[src/rtl/mem_access_pkg.sv]
// Shared types and lane helpers for the core-to-RAM access controller.
package mem_access_pkg;

  localparam logic [1:0] SZ_BYTE = 2'b00;
  localparam logic [1:0] SZ_HALF = 2'b01;
  localparam logic [1:0] SZ_WORD = 2'b10;
  localparam logic [1:0] SZ_RSVD = 2'b11;

  typedef enum logic [2:0] {
    IDLE,
    RD_ISSUE,
    RD_CAPTURE,
    RMW_MERGE,
    WRITE,
    RESP
  } state_e;

  function automatic logic [31:0] lane_extract(
    input logic [31:0] w,
    input logic [1:0]  off,
    input logic [1:0]  size,
    input logic        uns
  );
    logic [7:0]  b;
    logic [15:0] h;
    logic [31:0] r;
    b = w[{off, 3'b000} +: 8];
    h = off[1] ? w[31:16] : w[15:0];
    case (size)
      SZ_BYTE: r = {{24{b[7] & ~uns}}, b};
      SZ_HALF: r = {{16{h[15] & ~uns}}, h};
      default: r = w;
    endcase
    return r;
  endfunction

  function automatic logic [31:0] lane_merge(
    input logic [31:0] old,
    input logic [31:0] wd,
    input logic [1:0]  off,
    input logic [1:0]  size
  );
    logic [31:0] r;
    r = old;
    case (size)
      SZ_BYTE: r[{off, 3'b000} +: 8] = wd[7:0];
      SZ_HALF: begin
        if (off[1]) r[31:16] = wd[15:0];
        else        r[15:0]  = wd[15:0];
      end
      default: r = wd;
    endcase
    return r;
  endfunction

endpackage

[src/rtl/mem_access_ctrl_lane.sv]
// Combinational lane unit: load extract/extend and sub-word store merge.
module mem_lane_unit
  import mem_access_pkg::*;
(
  input  logic [31:0] rdata_i,
  input  logic [31:0] wdata_i,
  input  logic [1:0]  off_i,
  input  logic [1:0]  size_i,
  input  logic        uns_i,
  output logic [31:0] ext_o,
  output logic [31:0] merged_o
);

  assign ext_o    = lane_extract(rdata_i, off_i, size_i, uns_i);
  assign merged_o = lane_merge(rdata_i, wdata_i, off_i, size_i);

endmodule

[src/rtl/mem_access_ctrl.sv]
// Core load/store to single-port RAM controller with RMW for sub-word stores.
// Define MEM_ACCESS_ERR_CHECK_EN to reject misaligned/out-of-range requests.
module mem_access_ctrl
  import mem_access_pkg::*;
#(
  parameter int ADDR_W = 12,
  parameter int DEPTH  = 1024
) (
  input  logic              clk,
  input  logic              rst_n,
  input  logic              req_valid,
  output logic              req_ready,
  input  logic              req_we,
  input  logic [1:0]        req_size,
  input  logic              req_unsigned,
  input  logic [31:0]       req_addr,
  input  logic [31:0]       req_wdata,
  output logic              resp_valid,
  input  logic              resp_ready,
  output logic [31:0]       resp_rdata,
  output logic              resp_err,
  output logic              mem_r_wn,
  output logic [ADDR_W-1:0] mem_address,
  output logic [31:0]       mem_data_in,
  input  logic [31:0]       mem_data_out
);

  localparam logic [ADDR_W:0] DEPTH_L = (ADDR_W+1)'(DEPTH);

  state_e state_q, state_d;

  logic              we_q, uns_q;
  logic [1:0]        size_q, off_q;
  logic [31:0]       wdata_q;
  logic              r_wn_q, r_wn_d;
  logic [ADDR_W-1:0] addr_q, addr_d;
  logic [31:0]       din_q, din_d;
  logic [31:0]       rdata_q, rdata_d;
  logic              err_q, err_d;

  logic [1:0]  size_n, off_n;
  logic        req_err, accept;
  logic        idx_oor, hi_nz;
  logic [31:0] ext, merged;

  assign accept  = req_valid && (state_q == IDLE);
  assign idx_oor = {1'b0, req_addr[ADDR_W+1:2]} >= DEPTH_L;
  assign hi_nz   = |req_addr[31:ADDR_W+2];

`ifdef MEM_ACCESS_ERR_CHECK_EN
  always_comb begin
    size_n  = req_size;
    off_n   = req_addr[1:0];
    req_err = idx_oor | hi_nz;
    case (req_size)
      SZ_HALF: req_err = req_err | req_addr[0];
      SZ_WORD: req_err = req_err | (|req_addr[1:0]);
      SZ_RSVD: req_err = 1'b1;
      default: ;
    endcase
  end
`else
  logic unused_chk;
  assign unused_chk = idx_oor ^ hi_nz;

  // Low address bits below the access size are simply dropped.
  always_comb begin
    size_n  = (req_size == SZ_RSVD) ? SZ_WORD : req_size;
    req_err = 1'b0;
    case (size_n)
      SZ_BYTE: off_n = req_addr[1:0];
      SZ_HALF: off_n = {req_addr[1], 1'b0};
      default: off_n = 2'b00;
    endcase
  end
`endif

  mem_lane_unit u_lane (
    .rdata_i  (mem_data_out),
    .wdata_i  (wdata_q),
    .off_i    (off_q),
    .size_i   (size_q),
    .uns_i    (uns_q),
    .ext_o    (ext),
    .merged_o (merged)
  );

  always_comb begin
    state_d = state_q;
    addr_d  = addr_q;
    r_wn_d  = 1'b1;
    din_d   = din_q;
    rdata_d = rdata_q;
    err_d   = err_q;
    unique case (state_q)
      IDLE: begin
        if (accept) begin
          addr_d  = req_addr[ADDR_W+1:2];
          rdata_d = '0;
          err_d   = 1'b0;
          if (req_err) begin
            state_d = RESP;
            err_d   = 1'b1;
          end else if (req_we && size_n == SZ_WORD) begin
            state_d = WRITE;
            r_wn_d  = 1'b0;
            din_d   = req_wdata;
          end else begin
            state_d = RD_ISSUE;
          end
        end
      end
      RD_ISSUE:   state_d = we_q ? RMW_MERGE : RD_CAPTURE;
      RD_CAPTURE: begin
        rdata_d = ext;
        state_d = RESP;
      end
      RMW_MERGE: begin
        din_d   = merged;
        r_wn_d  = 1'b0;
        state_d = WRITE;
      end
      WRITE: state_d = RESP;
      RESP:  if (resp_ready) state_d = IDLE;
      default: state_d = IDLE;
    endcase
  end

  always_ff @(posedge clk or negedge rst_n) begin
    if (!rst_n) begin
      state_q <= IDLE;
      r_wn_q  <= 1'b1;
      addr_q  <= '0;
      din_q   <= '0;
      rdata_q <= '0;
      err_q   <= 1'b0;
    end else begin
      state_q <= state_d;
      r_wn_q  <= r_wn_d;
      addr_q  <= addr_d;
      din_q   <= din_d;
      rdata_q <= rdata_d;
      err_q   <= err_d;
    end
  end

  always_ff @(posedge clk or negedge rst_n) begin
    if (!rst_n) begin
      we_q    <= 1'b0;
      uns_q   <= 1'b0;
      size_q  <= SZ_WORD;
      off_q   <= 2'b00;
      wdata_q <= '0;
    end else if (accept) begin
      we_q    <= req_we;
      uns_q   <= req_unsigned;
      size_q  <= size_n;
      off_q   <= off_n;
      wdata_q <= req_wdata;
    end
  end

  assign req_ready   = (state_q == IDLE);
  assign resp_valid  = (state_q == RESP);
  assign resp_rdata  = rdata_q;
  assign resp_err    = err_q;
  assign mem_r_wn    = r_wn_q;
  assign mem_address = addr_q;
  assign mem_data_in = din_q;

endmodule

[config.mk]
export PLATFORM = sky130hd
export DESIGN_NAME = mem_access_ctrl
export DESIGN_NICKNAME = d
export VERILOG_FILES = /design/src/rtl/mem_access_pkg.sv /design/src/rtl/mem_access_ctrl_lane.sv /design/src/rtl/mem_access_ctrl.sv
export SDC_FILE = /design/constraint.sdc
export NUM_CORES = 1
export LEC_CHECK = 0
export BUFFER_PORTS_ARGS = -buffer_cell sky130_fd_sc_hd__buf_2
export CORE_MARGIN = 2
export CORE_UTILIZATION = 30
export CTS_CLUSTER_DIAMETER = 100
export DETAILED_ROUTE_END_ITERATION = 10
export RECOVER_POWER = 100
export REMOVE_ABC_BUFFERS = 1
export SLEW_MARGIN = 20
export SYNTH_ARGS = -nofsm -noshare
export SYNTH_HDL_FRONTEND = slang
export SYNTH_SLANG_ARGS = --single-unit
[constraint.sdc]
create_clock -name clk -period 2.7 [get_ports clk]
set_input_delay 0.27 -clock clk [delete_from_list [all_inputs] [get_ports clk]]
set_output_delay 0.27 -clock clk [all_outputs]
set_load 0.01 [all_outputs]
**After elaboration in Yosys (flattened, before gate mapping)**

Cells that the tools add are included.

- Bits in registers: 118
- Latch bits: 0
- Bits in writable memories: 0
- Memory bits (read-only): 0
- Bits of input ports: 104
- Output and inout bits: 80
- Word-level logic and storage cells: 62
- Memories: 0

- Add/sub/neg operators: 1
- Multipliers: 0
- Div/mod/pow operators: 0
- Magnitude comparators: 0
- Equality and inequality tests: 12
- Shift operators: 3
- Multiplexer cells: 21
- Bitwise logic cells: 3
- Reduce and logical (&&, ||, !) cells: 12

Operator list:

| cell | number |
|---|---|
| 32-bit one-hot mux with 2 select lines | 4 |
| 32-bit 2-to-1 mux | 3 |
| 16-bit 2-to-1 mux | 3 |
| 32-bit bitwise mux | 1 |
| 8-bit by 7-bit variable shift with 32-bit output, first input constant | 1 |
| 32-bit by 6-bit variable part select with 8-bit output | 1 |
| 8-bit by 7-bit variable part select with 32-bit output | 1 |
| 3-bit one-hot mux with 5 select lines | 1 |
| 3-bit 2-to-1 mux | 3 |
| 5-bit negator with 7-bit output | 1 |
| 3-bit by 2-bit == test with 1-bit output, second input constant | 2 |
| 3-bit == test, second input constant | 2 |
| 2-bit by 1-bit != test with 1-bit output, second input constant | 3 |
| 2-bit AND reduction | 3 |
| 2-bit by 1-bit == test with 1-bit output, second input constant | 2 |
| 2-bit == test, second input constant | 2 |
| 2-bit logical NOT | 2 |
| 2-bit one-hot mux with 2 select lines | 1 |
| 2-bit nonzero test | 2 |
| 3-bit by 1-bit == test with 1-bit output, second input constant | 1 |
| 3-bit logical NOT | 1 |
| 1-bit 2-to-1 mux | 3 |
| 3-bit AND reduction | 1 |
| 1-bit AND | 2 |
| other kinds (5) | 6 |

**Depth between registers and ports, before layout**

Gate-level depths: netlist of run 1.

- Depth in word-level cells: 7
- Depth in mapped cells: 9
- Gate-level depth less buffers: 7

**By module**

A second synthesis of run 1 with hierarchy kept.

- Cell total of the unflattened synthesis: 616
- Area, all modules: 6508.7 µm²

Modules (own cells, without submodules):

| module | instances | cells an instance | area each (µm²) | seq. area each (µm²) |
|---|---|---|---|---|
| mem_access_ctrl | 1 | 381 | 5011.1 | 2955.3 |
| mem_lane_unit | 1 | 235 | 1497.7 | 0.0 |

**Least setup slack after synthesis of run 1**

OpenSTA, ideal clock, no wires.

- Path type: reg-to-reg
- From: register off_q[1]
- To: register din_q[0] (netlist: mem_data_in[0])
- Setup time: 0.064 ns
- Arrival: 2.033 ns
- Required time: 2.636 ns
- Setup slack: 0.603 ns
- Cell stages (with the launch flop): 8
- Buffers on the path: 1
- Clock period less this slack: 2.097 ns
- Cells stage by stage: dfrtp_1 -> buf_2 -> clkinv_1 -> ha_1 -> o311ai_2 -> a21oi_1 -> a221oi_1 -> a21o_1

- Longest elaborated chain between the ends: 5
- Elaborated cells between the ends (all ways): 7
- Classes of those cells: 1 x add/sub; 2 x shift; 4 x mux

Ends and longest elaborated chain:

| item | line | text |
|---|---|---|
| from (decl) | mem_access_ctrl.sv:33 | `logic [1:0] size_q, off_q;` |
| from (signal assigned) | mem_access_ctrl.sv:158 | `off_q <= off_n;` |
| 5-bit negator with 7-bit output | mem_access_pkg.sv:46 | `SZ_BYTE: r[{off, 3'b000} +: 8] = wd[7:0];` |
| 8-bit by 7-bit variable part select with 32-bit output / 8-bit by 7-bit variable shift with 32-bit output (equally long branches) | mem_access_pkg.sv:46 |  |
| 32-bit bitwise mux | mem_access_pkg.sv:46 |  |
| 32-bit one-hot mux with 2 select lines (*) | mem_access_pkg.sv:45 | `case (size)` |
| 32-bit one-hot mux with 2 select lines (*) | mem_access_ctrl.sv:95 | `unique case (state_q)` |
| to (signal assigned) | mem_access_ctrl.sv:141 | `din_q <= din_d;` |
| to (decl) | mem_access_ctrl.sv:37 | `logic [31:0] din_q, din_d;` |

Mark *: on every way between the ends. The rest lies on a longest branch, timed or not.
A chain may end at the register's enable or synchronous reset.

**Worst setup path after layout of run 1**

- From: register off_q[1]
- To: register din_q[29] (netlist: mem_data_in[29])

The elaborated chain is that of the path after synthesis.

==> qor.txt, run 1 <==
ys flop type = dfrtp_1
vias in the first global route = 5965
cells after synthesis = 683
maximum buffer depth of the clock tree = 2
post-route ant nets = 0
share of cells above drive strength 1 = 20.00%
die area = 0.02234 mm^2
Synth area leaders = dfrtp_1, nand2_1, a221oi_1, a21o_1, a21oi_1
DP HPWL = 15.50 mm
setup repair after global routing missed its margin = no
Layout area overhead = 24.62%
period utilization = 94.05%
vias per std cell = 5.381
total power = 9.629 mW
Synth Area in Simple Gates = 16.30%
crit path capture type = flop
YS warnings = 0
grt ovf = 0
Synth Area in Compound Gates = 25.31%
CP max stage delay = 600 ps
DRC viols = 0
CP startpoint kind = flop
Leakage = 3.764 nW
Clock Skew = 6.125 ps
register bit total from synthesis = 118
final setup TNS = 0 ps
CP max stage cell = and4b_1
largest family of logic cells by synthesized area = compound AO/OA/AOI/OAI gates
EDFF count, synth = 0
area leader, netlist = dfrtp_1
WL/cell = 20.09 um
CP Buf/Inv Count = 1
Max Slew Vio Count = 119
via count = 6070
worst path required time = 3060 ps
Max-Cap Viols = 1
CTS tree = yes
Hold WC Path Type = in2reg
Synth cell types = 51
die height = 149.5 um
largest net degree at the start of global routing = 119
Mapped Area = 0.006347 mm^2
GR Util All Layers = 20.74%
minimum clock period = 2539 ps
Initial Utilization = 30.39%
first-pass GRT wire length = 34.96 mm
Clock H-tree levels = 4
NumNets Final = 949
Clock Pin Slew Worst Setup and Hold Paths = 50 ps
Root Buffer = clkbuf_16
placed cells = 1095
clock insertion delay at the later pin of the skew report = 420 ps
Sink Count = 118
XOR/XNOR share of the synthesized area = 0%
final setup vio count = 0
Post-synth top cells = nand2_1, dfrtp_1, a21oi_1, a221oi_1, a21o_1
GP Congestion = 0.8212
slew margin rel. = -12.63%
drt initial violations = 585
post_cts resized = 0
final hold viol count = 0
ys async rst share = 100.0%
worst-path fanout max = 39
Post-DP Area = 0.007525 mm^2
I/O Buffers = 164
most frequent cell after synthesis = nand2_1
postcts setup bufs = 0
I/O pin cnt = 184
CP Class = reg2reg
synthesized area per cell = 9.293 um^2
VDD IR max = 0.5853 mV
top-area cell type share of the netlist area = 45.73%
power density over the cells = 1217 mW/mm^2
Worst EP arrival = 2900 ps
fmax = 393.8 MHz
multiplexer share of the synthesized area = 5.342%
Seq/Total Area, Yosys = 46.56%
critical path cell sequence = buf_4, ha_1, and4b_1, a21oi_1, a221oi_1, a21o_1
status = finished with violations
core area = 0.02089 mm^2
Top delay family on crit path = compound AO/OA/AOI/OAI gates
adder-cell share of the synthesized area = 0.9856%
Post-Layout Cell Count = 1128
fin area = 0.007910 mm^2
Hold Slack = 38.97 ps
CTS Buf Count = 17
Tightest Pin Transition = 1689 ps
Die W = 149.5 um
iteration count of the initial detailed-routing pass = 5
row count = 53
initial antenna violation count = 5
WL final = 22.66 mm
violated checks = max-capacitance violations, max-slew violations
[worst min-delay path: cells and delay by family]
kind / cells / cell delay, ps
buffers and inverters: 1 / 70
and+or+nand+nor: 2 / 80
[final timing paths]
kind / from / to / slack [ps] / depth (start not counted)
hold / removal: req_addr[2] / mem_address[0] / 40 / 3
min in group asynchronous: rst_n / resp_rdata[23] / 950 / 3
setup reg to reg: off_q[1] / mem_data_in[29] / 160 / 6
setup / recovery: off_q[1] / mem_data_in[29] / 160 / 6
hold reg to reg: mem_data_in[28] / mem_data_in[28] / 470 / 1
max in group asynchronous: rst_n / off_q[1] / 570 / 3
[routing by layer]
metal | part of all wire (%) | GRT usage (%) | wire length (um)
met4 | 2.1 | 7.333 | 468
met3 | 7.9 | 5.030 | 1786
met5 | 0.11 | 0 | 26
met2 | 47 | 32.57 | 10550
met1 | 43 | 27.95 | 9825
[layout by cell type, fill, tap and decap left out, types with 8 or more instances in the layout]
cell type | netlist | final
a22oi_1 | 23 | 23
a21oi_1 | 41 | 40
clkbuf_1 | 28 | 85
nand2_2 | 11 | 12
inv_1 | 10 | 11
nand3_1 | 10 | 10
buf_2 | 17 | 84
nand2_1 | 175 | 174
a221oi_1 | 41 | 49
nor2_1 | 23 | 23
dfrtp_1 | 116 | 115
o21ai_0 | 24 | 24
buf_4 | 4 | 25
o22ai_1 | 14 | 14
a21o_1 | 29 | 29
a21boi_0 | 8 | 8
a31oi_1 | 8 | 8
mux2i_1 | 17 | 17
clkbuf_16 | 0 | 17
[sequential cells by signal, indices dropped and copies added (netlist names)]
register	flops
size_q	2
uns_q	1
state_q	3
mem_r_wn	1
mem_data_in	32
wdata_q	32
mem_address	12
we_q	1
off_q	2
resp_rdata	32
[final cells by class]
| class | count | area, um^2 |
|---|---|---|
| Fill cell | 2175 | 12980 |
| Multi-Input combinational cell | 493 | 3015 |
| Sequential cell | 118 | 2957 |
| Timing Repair Buffer | 198 | 991.0 |
| Clock buffer | 25 | 505.5 |
| Tap cell | 275 | 344.1 |
| Clock inverter | 4 | 45.04 |
| Inverter | 12 | 45.04 |
| Antenna cell | 3 | 7.507 |
[logic make-up after synthesis]
family                   Yosys count
AND/OR/NAND/NOR                  243
flip-flops                       118
multiplexers                      25
AO/OA/AOI/OAI                    219
buffers and inverters             72
other                              1
adder cells (fa/ha/maj)            5
[where the power goes]
part	internal [mW]	leakage, nW	switching (mW)	total, mW
logic	1.64	2.02	2.69	4.33
registers	2.56	1.47	0.585	3.14
clock network	1.37	0.275	0.792	2.16
[metrics by stage]
| step | worst slack [ps] | utilization, % |
|---|---|---|
| after floorplan | -605.4 | - |
| after global placement | 276.6 | 35.97 |
| after detailed placement | 272.9 | 36.02 |
| after CTS | 244.2 | 38.71 |
| after global routing | 94.97 | 37.84 |
| final | 160.6 | 37.87 |
[repair_timing]
action,in CTS,in global routing
setup endpoints to repair,0,0
hold buffers,1,0
endpoints found under the hold margin,68,0
(Power assumes the default switching activity.)
==> run 2, diff against run 1 <==
CORE_MARGIN = unset   (was 2)
GPL_TIMING_DRIVEN = 0   (was unset)
==> run 2 against run 1 <==
Against the previous run:
- the run still ends with max-capacitance violations, max-slew violations left
- clock skew about the same
- critical path depth unchanged
- non-clock buffer count down 23
- highest routed layer unchanged
==> qor.txt, run 2 (same netlist as run 1, synthesis figures left out) <==
post-route ant nets = 0
DRC viols = 0
Max Slew Vio Count = 59
R2R Setup Slk = 160 ps
CTS Buf Count = 17
vias per std cell = 5.454
Sw Ratio = 42.99%
clock insertion delay at the later pin of the skew report = 420 ps
setup repair after global routing missed its margin = no
Flop pwr share = 34.7%
Tightest Pin Transition = 1611 ps
most frequent cells in the layout = nand2_1, dfrtp_1, clkbuf_1, buf_2, a221oi_1
Sink Count = 118
clock network power share = 22.9%
final hold viol count = 0
Worst EP arrival = 2900 ps
worst slack at placement = -717.5 ps
Clock H-tree levels = 4
Post-Layout Cell Count = 1103
final core utilization = 38.45%
I/O pin cnt = 184
I/O Buffers = 164
die area = 0.02174 mm^2
critical path cell sequence = buf_12, nand2b_1, and3_2, nand2_1, a221oi_1, a21o_1
CP max stage cell = dfrtp_4
row count = 52
Max-Cap Viols = 1
WL/cell = 20.61 um
Post-DP Area = 0.007365 mm^2
fmax = 393.2 MHz
status = finished with violations
Clock Skew = 5.959 ps
Layout area overhead = 24.15%
placed cells = 1062
CP startpoint kind = flop
slew margin rel. = -7.401%
fin area = 0.007880 mm^2
drt initial violations = 477
crit path capture type = flop
Hold WC Path Type = in2reg
CTS tree = yes
sw power = 4.185 mW
via count = 6016
GR Util All Layers = 21.09%
VDD IR max = 0.4512 mV
vias in the first global route = 5785
WL final = 22.73 mm
worst-path fanout max = 29
CP max stage delay = 590 ps
violated checks = max-capacitance violations, max-slew violations
cell-internal power = 5.549 mW
first-pass GRT wire length = 34.51 mm
worst setup slack after layout = 156.9 ps
core area = 0.02049 mm^2
NumNets Final = 927
DP HPWL = 14.32 mm
final setup vio count = 0
Hold Slack = 29.66 ps
worst path required time = 3060 ps
maximum buffer depth of the clock tree = 2
grt ovf = 0
commonest non-fill, non-tap cell in the layout = nand2_1
Root Buffer = clkbuf_16
Clock Pin Slew Worst Setup and Hold Paths = 60 ps
period utilization = 94.19%
total power = 9.733 mW
Initial Utilization = 30.97%
initial antenna violation count = 3
minimum clock period = 2543 ps
largest net degree at the start of global routing = 65
final setup TNS = 0 ps
power density over the cells = 1235 mW/mm^2
CP Class = reg2reg
GP Congestion = 0.7675
iteration count of the initial detailed-routing pass = 5
die height = 147.5 um
Die W = 147.5 um
combinational power share = 42.4%
share of cells above drive strength 1 = 20.46%
Leakage = 3.682 nW
-- run 2: changes by cell type in the layout (fill, tap and decap cells not counted), sizes merged --
cell	previous run	this run
bufinv	1	2
diode	3	2
clkbuf	111	106
clkinvlp	0	3
buf	111	91
inv	11	12
and2	2	3
-- run 2: critical path, delay by kind of cell (launching register included) --
| family | cells | cell delay (ps) |
|---|---|---|
| and+or+nand+nor | 3 | 1100 |
| DFF | 1 | 590 |
| AOI/OAI and AO/OA | 2 | 530 |
| buffers and inverters | 1 | 250 |
-- run 2: path summary, 6_finish.rpt --
kind | endpoint | cells after the start | startpoint
min in group asynchronous | resp_rdata[27] | 2 | rst_n
worst min-delay path | mem_address[7] | 3 | req_addr[9]
worst max register to register | mem_data_in[7] | 6 | off_q[1]
worst max-delay path | mem_data_in[7] | 6 | off_q[1]
worst min register to register | mem_data_in[8] | 1 | mem_data_in[8]
max in group asynchronous | size_q[1] | 3 | rst_n
-- run 2: power by group through the flow --
stage	sequential, mW	combinational (mW)	clock, mW
CTS	3.34	4.26	2.26
detailed placement	3.34	4.13	0
global route	3.50	4.51	2.34
finish	3.38	4.13	2.23
global placement	3.39	3.92	0
floorplan	3.43	2.26	0
-- run 2: final cells by class --
class / instances / area [um^2]
diodes: 2 / 5.005
clock buffers: 23 / 467.9
clock inverters: 9 / 102.6
fillers: 2136 / 12610
inverters: 12 / 47.55
multi-input cells: 494 / 3080
flip-flops and latches: 118 / 2965
well taps: 270 / 337.8
repair buffers: 175 / 873.3
-- run 2: routing by layer --
| layer | wire (um) | GRT usage [%] | up-vias |
|---|---|---|---|
| met3 | 1928 | 6.451 | 29 |
| li1 | - | - | 2741 |
| met4 | 408 | 5.928 | 2 |
| met2 | 10560 | 33.04 | 264 |
| met1 | 9822 | 28.07 | 2980 |
| met5 | 8 | 0 | - |
-- run 2: timing repair --
item	CTS	global route
endpoints found under the setup margin	48	31
pin swaps	1	1
gates resized for setup	11	7
buffers inserted	3	2
hold buffers	1	0
hold endpoints to repair	57	0
cloned	0	1
